File: config.mk
export PLATFORM = sky130hd
export DESIGN_NAME = banco_registros_param
export DESIGN_NICKNAME = d
export VERILOG_FILES = /design/src/rtl/banco_registros_param.sv
export SDC_FILE = /design/constraint.sdc
export NUM_CORES = 1
export LEC_CHECK = 0
export BUFFER_PORTS_ARGS = -buffer_cell sky130_fd_sc_hd__buf_2
export CORE_UTILIZATION = 52
export DETAILED_ROUTE_END_ITERATION = 8
export GPL_TIMING_DRIVEN = 0
export PLACE_DENSITY_LB_ADDON = 0.1
export REMOVE_ABC_BUFFERS = 1
export SYNTH_ARGS = -nofsm -noshare
export SYNTH_HDL_FRONTEND = slang
export SYNTH_SLANG_ARGS = --single-unit
File: constraint.sdc
create_clock -name clk -period 8.9 [get_ports clk]
set_clock_uncertainty 0.1 [all_clocks]
set_input_delay 0.89 -clock clk [delete_from_list [all_inputs] [get_ports clk]]
set_output_delay 0.89 -clock clk [all_outputs]
set_load 0.01 [all_outputs]
File: src/rtl/banco_registros_param.sv
// -----------------------------------------------------------------------------
// banco_registros_param
//
// Purpose:
//   DEPTH x N register file for the datapath (DEPTH = 2**ADDR_W).
//   - One write port, gated off while a bulk clear is running.
//   - Two addressed read ports, each registered (one-cycle latency).
//   - Write-first bypass: a write accepted at an edge is returned by any read
//     port addressing the same entry at that same edge.
//   - Bulk-clear engine: zeroes one entry per clock, DEPTH clocks in total,
//     with busy/done status and a write-error pulse for writes it rejects.
//
// Parameters:
//   N       data width in bits (>= 1)
//   ADDR_W  address width; DEPTH = 2**ADDR_W entries
//
// Ports:
//   clk   in   1       clock, rising edge
//   rst   in   1       asynchronous, active-high reset
//   w     in   1       write enable
//   wa    in   ADDR_W  write address
//   s     in   N       write data
//   ra1   in   ADDR_W  read address, port 1
//   ra2   in   ADDR_W  read address, port 2
//   clr   in   1       bulk-clear request (level, sampled on the clock edge)
//   r1    out  N       read data, port 1 (registered)
//   r2    out  N       read data, port 2 (registered)
//   busy  out  1       high while the bulk clear is in progress
//   done  out  1       one-cycle pulse after the last entry is cleared
//   werr  out  1       one-cycle pulse: write attempted while busy
// -----------------------------------------------------------------------------
module banco_registros_param #(
    parameter int N      = 16,
    parameter int ADDR_W = 4
) (
    input  logic              clk,
    input  logic              rst,
    input  logic              w,
    input  logic [ADDR_W-1:0] wa,
    input  logic [N-1:0]      s,
    input  logic [ADDR_W-1:0] ra1,
    input  logic [ADDR_W-1:0] ra2,
    input  logic              clr,
    output logic [N-1:0]      r1,
    output logic [N-1:0]      r2,
    output logic              busy,
    output logic              done,
    output logic              werr
);

    localparam int DEPTH = 2 ** ADDR_W;

    // Final sweep index; reaching it is the only terminating condition.
    localparam logic [ADDR_W-1:0] LAST_IDX = {ADDR_W{1'b1}};

    typedef enum logic {
        IDLE     = 1'b0,
        CLEARING = 1'b1
    } state_t;

    // -------------------------------------------------------------------------
    // State
    // -------------------------------------------------------------------------
    state_t            state_q, state_d;
    logic [ADDR_W-1:0] cnt_q,   cnt_d;
    logic [N-1:0]      mem_q [DEPTH];
    logic [N-1:0]      mem_d [DEPTH];
    logic [N-1:0]      r1_q,    r1_d;
    logic [N-1:0]      r2_q,    r2_d;
    logic              done_q,  done_d;
    logic              werr_q,  werr_d;

    // Qualified actions for this edge.
    logic wr_en;     // write accepted into the array
    logic sweep_en;  // entry cnt_q is zeroed at this edge

    assign wr_en    = w && (state_q == IDLE);
    assign sweep_en = (state_q == CLEARING);

    // -------------------------------------------------------------------------
    // Read-port value as seen after the coming edge.
    // An accepted write wins over the stored value (write-first); the entry
    // being swept reads as zero. The two cases are mutually exclusive because
    // writes are only accepted in IDLE and the sweep only runs in CLEARING.
    // -------------------------------------------------------------------------
    function automatic logic [N-1:0] read_port(input logic [ADDR_W-1:0] ra);
        logic [N-1:0] val;
        val = mem_q[ra];
        if (wr_en && (ra == wa)) begin
            val = s;
        end
        if (sweep_en && (ra == cnt_q)) begin
            val = '0;
        end
        return val;
    endfunction

    // -------------------------------------------------------------------------
    // Next-state logic: clear sequencer, status pulses, array update, reads.
    // -------------------------------------------------------------------------
    always_comb begin
        // NOTE: every signal written here gets a default first, so no path
        // leaves a value unassigned and no latch is inferred.
        state_d = state_q;
        cnt_d   = cnt_q;
        done_d  = 1'b0;
        werr_d  = 1'b0;
        mem_d   = mem_q;

        unique case (state_q)
            IDLE: begin
                if (clr) begin
                    state_d = CLEARING;
                    cnt_d   = '0;
                end
            end
            CLEARING: begin
                // clr is ignored here; the sweep never restarts mid-way.
                werr_d = w;
                cnt_d  = cnt_q + 1'b1;
                if (cnt_q == LAST_IDX) begin
                    state_d = IDLE;
                    cnt_d   = '0;
                    done_d  = 1'b1;
                end
            end
            default: begin
                state_d = IDLE;
                cnt_d   = '0;
            end
        endcase

        // A write presented with the clr edge is still performed; the sweep
        // that follows zeroes it like every other entry.
        if (wr_en) begin
            mem_d[wa] = s;
        end
        if (sweep_en) begin
            mem_d[cnt_q] = '0;
        end

        r1_d = read_port(ra1);
        r2_d = read_port(ra2);
    end

    // -------------------------------------------------------------------------
    // Control and output registers.
    // -------------------------------------------------------------------------
    always_ff @(posedge clk or posedge rst) begin
        // NOTE: sequential state uses non-blocking assignments so every flop
        // samples pre-edge values regardless of statement order.
        if (rst) begin
            state_q <= IDLE;
            cnt_q   <= '0;
            r1_q    <= '0;
            r2_q    <= '0;
            done_q  <= 1'b0;
            werr_q  <= 1'b0;
        end else begin
            state_q <= state_d;
            cnt_q   <= cnt_d;
            r1_q    <= r1_d;
            r2_q    <= r2_d;
            done_q  <= done_d;
            werr_q  <= werr_d;
        end
    end

    // -------------------------------------------------------------------------
    // Storage array.
    // -------------------------------------------------------------------------
    always_ff @(posedge clk or posedge rst) begin
        // NOTE: this array is deliberately reset: every entry must read zero
        // straight after reset, so it is built from resettable flops rather
        // than a RAM macro that would power up undefined.
        if (rst) begin
            for (int i = 0; i < DEPTH; i++) begin
                mem_q[i] <= '0;
            end
        end else begin
            for (int i = 0; i < DEPTH; i++) begin
                mem_q[i] <= mem_d[i];
            end
        end
    end

    // -------------------------------------------------------------------------
    // Outputs. busy is the state flop itself (CLEARING encodes as 1).
    // -------------------------------------------------------------------------
    assign busy = (state_q == CLEARING);
    assign done = done_q;
    assign werr = werr_q;
    assign r1   = r1_q;
    assign r2   = r2_q;

endmodule
### Word level (Yosys, flattened, before mapping)

Index checks and enable logic that the tools add are counted.

* bits in registers: 295
* bits in latches: 0
* bits in writable memories: 0
* bits in read-only memories: 0
* input bits: 32
* output and inout bits: 35
* memories: 0

* add/subtract/negate cells: 1
* multiply operators: 0
* div/mod/pow operators: 0
* $lt $le $gt $ge: 6
* eq/ne operators: 6
* shift operators: 0
* mux-type cells: 26
* bitwise gates (word level): 7
* reduce and logical (&&, ||, !) cells: 7

Operators by type and width (number)
* $mux 256: 2
* $and 256x256->256: 1
* $bwmux 256: 1
* $not 256->256: 1
* $mux 16: 10
* $bmux 16 s4: 2
* $demux 16 s4: 2
* $ge 5x5->1 const B: 4
* $not 4->5: 4
* $eq 4x4->1: 4
* $lt 5x1->1 const B: 2
* $mux 4: 2
* $pmux 4 s2: 1
* $logic_and 1x1->1: 7
* $mux 1: 5
* $add 4x1->4 const B: 1
* $eq 4x4->1 const B: 1
* $ne 2x2->1 const B: 1
* $pmux 1 s2: 1
* $not 1->1: 1

### Logic depth before layout (Yosys ltp)

* depth in word-level cells: 9
* depth in mapped cells: 8
* depth with buffers taken out: 5

### Worst setup path after synthesis

Ideal clock, no wire load.

* path kind: input to register
* start: in ra1[0]
* end: reg r1_q[10] (netlist: r1[10])
* setup time: 121 ps
* arrival time: 2316 ps
* required time: 8679 ps
* path slack: 6363 ps
* stages on the path: 6
* buffers on the path: 2
* cell sequence: buf_2 -> buf_2 -> mux4_2 -> a22oi_1 -> nand2_1 -> a22o_1

* cells in the longest elaborated chain, start to end: 6
* elaborated cells between the ends (all ways): 10

RTL lines
* from (decl): RTL line 41 `input logic [ADDR_W-1:0] ra1,`
* $not 4->5 (not written as such): RTL line 88 `val = mem_q[ra];`
* $bmux 16 s4: RTL line 88
* $mux 16 (not written as such) (2 in series): RTL line 88
* $mux 16: RTL line 89 `if (wr_en && (ra == wa)) begin`
* $mux 16 *: RTL line 92 `if (sweep_en && (ra == cnt_q)) begin`
* via r1_d[10]: RTL line 68 `logic [N-1:0] r1_q, r1_d;`
* to (signal assigned): RTL line 162 `r1_q <= r1_d;`
* to (decl): RTL line 68

The timed path passes the listed nets; every way through them passes the cells marked *. The select of a mux whose other input is x is not followed.
A chain may end at the register's enable or synchronous reset.

### Worst setup path after layout

* start: in ra2[0]
* end: reg r2_q[7] (netlist: r2[7])

* cells in the longest elaborated chain, start to end: 6
* elaborated cells between the ends (all ways): 10

RTL lines
* from (decl): RTL line 42 `input logic [ADDR_W-1:0] ra2,`
* $not 4->5 (not written as such): RTL line 88
* $bmux 16 s4: RTL line 88
* $mux 16 (not written as such) (2 in series): RTL line 88
* $mux 16: RTL line 89
* $mux 16 *: RTL line 92
* via r2_d[7]: RTL line 69 `logic [N-1:0] r2_q, r2_d;`
* to (signal assigned): RTL line 163 `r2_q <= r2_d;`
* to (decl): RTL line 69

Marked as above.

==> results.sh <==
export IMPL_seqCellArea_um2=7380
export IMPL_hold_buffers=0
export IMPL_ant_nets=0
export IMPL_p_switching_mw=1.26
export IMPL_clockBufferDepth=3
export IMPL_reg2reg_depth=4
export IMPL_fillCellCount=2518
export IMPL_p_seq_share_pct=42.3
export IMPL_ios=67
export IMPL_overflow=0
export IMPL_numCtsBuffers=35
export IMPL_synth_largest_area_cell="dfrtp_1"
export IMPL_cts_tree="done"
export IMPL_p_int_mw=2.71
export IMPL_layout_commonest_cell="nand2_1"
export IMPL_cts_htree_levels=2
export IMPL_drv_cap=0
export IMPL_path_class="input pin to flip-flop"
export IMPL_clk_pin_slew_ns=0.06
export IMPL_synth_area_um2=15900
export IMPL_first_global_vias=12686
export IMPL_drive_gt1_share_pct=20.6
export IMPL_place_hpwl_um=32200
export IMPL_synth_flop_cell="dfrtp_1"
export IMPL_relSlewSlack_pct=6.35
export IMPL_clockPowerShare_pct=35.1
export IMPL_drt_iter0_drc=1395
export IMPL_ys_top_cells_by_area="dfrtp_1 (46%), mux4_2 (18%), nand2_1 (8.5%)"
export IMPL_vias=12839
export IMPL_cts_sinks=295
export IMPL_synth_top_cell_area_share_pct=46.3
export IMPL_synth_simple_gate_area_share_pct=15.4
export IMPL_rows=63
export IMPL_port_buffers=66
export IMPL_cp_arrival_ns=3.80
export IMPL_maxSlewViolCount=0
export IMPL_layout_cells_non_filler=1939
export IMPL_dieArea_um2=31400
export IMPL_p_leak_nw=7.58
export IMPL_p_per_area_nw_per_um2=221
export IMPL_die_h_um=177
export IMPL_post_cts_resize_count=0
export IMPL_rsz0062_at_grt="false"
export IMPL_ys_seq_elements=295
export IMPL_yosysSeqAreaShare_pct=46.3
export IMPL_r2r_start="busy"
export IMPL_num_antenna_cells=0
export IMPL_required_ns=9.17
export IMPL_p_comb_share_pct=22.6
export IMPL_path_max_fanout=45
export IMPL_drc=0
export IMPL_synth_top_family_by_area="multiplexers"
export IMPL_wire_per_inst_um=26.8
export IMPL_cts_root_buf="clkbuf_16"
export IMPL_timing_final_crit_share_pct=39.6
export IMPL_tightest_slew_ns=1.40
export IMPL_sw_frac_of_total_pct=31.7
export IMPL_start_util_pct=53.4
export IMPL_fin_nets=1564
export IMPL_worstSetupEndpointType="flip-flop"
export IMPL_hold_violations=0
export IMPL_clk_latency_ns=0.53
export IMPL_groute_usage_overall_pct=34.6
export IMPL_hold_path_class="input pin to async pin"
export IMPL_area_growth_syn_to_layout_pct=12.8
export IMPL_multi_input_area_um2=8000
export IMPL_finish_utilization_pct=60.2
export IMPL_synthArstFlopShare_pct=100
export IMPL_firstDrtPassIters=6
export IMPL_vias_per_cell=6.62
export IMPL_max_freq_ghz=0.284
export IMPL_mostFrequentLayoutCells="nand2_1 (359), dfrtp_1 (295), a21oi_1 (210), mux4_2 (128), nand3_1 (117)"
export IMPL_wl_um=52000
export IMPL_avgSynthCellArea_um2=10.3
export IMPL_setup_viol=0
export IMPL_yosys_warnings=0
export IMPL_grt_max_degree=119
export IMPL_run_status="complete, no violations"
export IMPL_synth_xor_area_share_pct=0.879
export IMPL_synth_cell_type_count=34
export IMPL_netlist_instances=1541
export IMPL_worstSetupStartpointType="input pin"
export IMPL_timing_final_crit_period_ns=3.52
export IMPL_core_area_um2=29900
export IMPL_ir_drop_uv=146
export IMPL_gp_congestion=0.953
export IMPL_synth_compound_area_share_pct=11.8
export IMPL_cts_setup_buffers=0
export IMPL_crit_start="ra2[0]"
export IMPL_antenna_found_initial=0
export IMPL_synth_area_mux_share_pct=21.1
export IMPL_dp_cells=1881
export IMPL_synth_edf_count=0
export IMPL_grt_pass1_wl_um=79500
export IMPL_finalPower_mw=3.97
export IMPL_die_w_um=177
export IMPL_yosys_area_share_adder_pct=0.314
[synth_stat cells (4+ instances only)]
master / instances
nor3_1: 4
and2_1: 5
xnor2_1: 8
nor2b_1: 7
buf_1: 10
a22oi_1: 64
nand2_1: 359
nor2_1: 68
buf_2: 28
ha_1: 4
o21ai_0: 4
mux2i_1: 48
a21oi_1: 210
dfrtp_1: 295
a22o_1: 32
nor3_2: 6
mux4_2: 128
buf_4: 10
nand3_1: 117
clkbuf_1: 102
nand2b_1: 4
xor2_1: 8
inv_1: 5
[cell type report]
type,count,area share [%]
Clock buffer,48,5.36
Clock inverter,10,0.647
Inverter,5,0.146
Multi-Input combinational cell,1089,44.5
Sequential cell,295,41.1
Tap cell,390,2.71
Timing Repair Buffer,102,5.57
[power by group through the flow]
stage	clock [mW]	sequential, mW	combinational (mW)
detailed placement	0	1.70	0.881
global placement	0	1.69	0.780
finish	1.39	1.68	0.899
CTS	1.41	1.68	0.883
global route	1.46	1.71	0.956
floorplan	0	1.66	0.506
[state kept, by name, summed over array words and instances, names as in the netlist]
| register | cells |
|---|---|
| mem_q | 256 |
| r1 | 16 |
| r2 | 16 |
| cnt_q | 4 |
| busy | 1 |
| done | 1 |
| werr | 1 |
[metal layers]
layer  vias up  part of all wire [%]  global-route usage [%]
li1       5489                     -                       -
met4         0                   4.4                    15.9
met3       154                   9.0                    6.55
met2       742                    47                    53.2
met1      6454                    39                    47.7
met5         -                     0                       0
[path summary, 6_finish.rpt]
path                              end  slack [ns]
min reg2reg                  mem_q[7]        0.44
max reg2reg                     r2[7]        5.54
min in group clk             mem_q[7]        0.44
min                        mem_q[180]        0.31
max                             r2[7]        5.38
max in group asynchronous  mem_q[106]        6.90
[cells by family after synthesis]
group / count (synthesis)
flip-flops: 295
multiplexers: 176
adder cells (fa/ha/maj): 4
XOR/XNOR: 16
AND/OR/NAND/NOR: 578
AO/OA/AOI/OAI: 315
buffers and inverters: 157
[through the flow]
stage	instance area (um2)	hold slack (ns)	setup TNS (ns)	setup slack, ns
final	18000	0.315	0	5.38
after floorplan	15300	0.398	-70.05	-0.237
after global placement	16100	0.414	-1131.06	-3.87
after global routing	18000	0.375	0	5.19
after detailed placement	16900	0.428	0	4.78
after CTS	18000	0.340	0	5.32
[critical path: stages]
cell and delay, ns:
buf_6 0.29, buf_16 0.37, xnor2_1 0.17, nand3_1 0.11, nor3_2 1.05, a31oi_2 0.45, a22o_1 0.40
No activity file was read; power rests on OpenSTA's default activity.
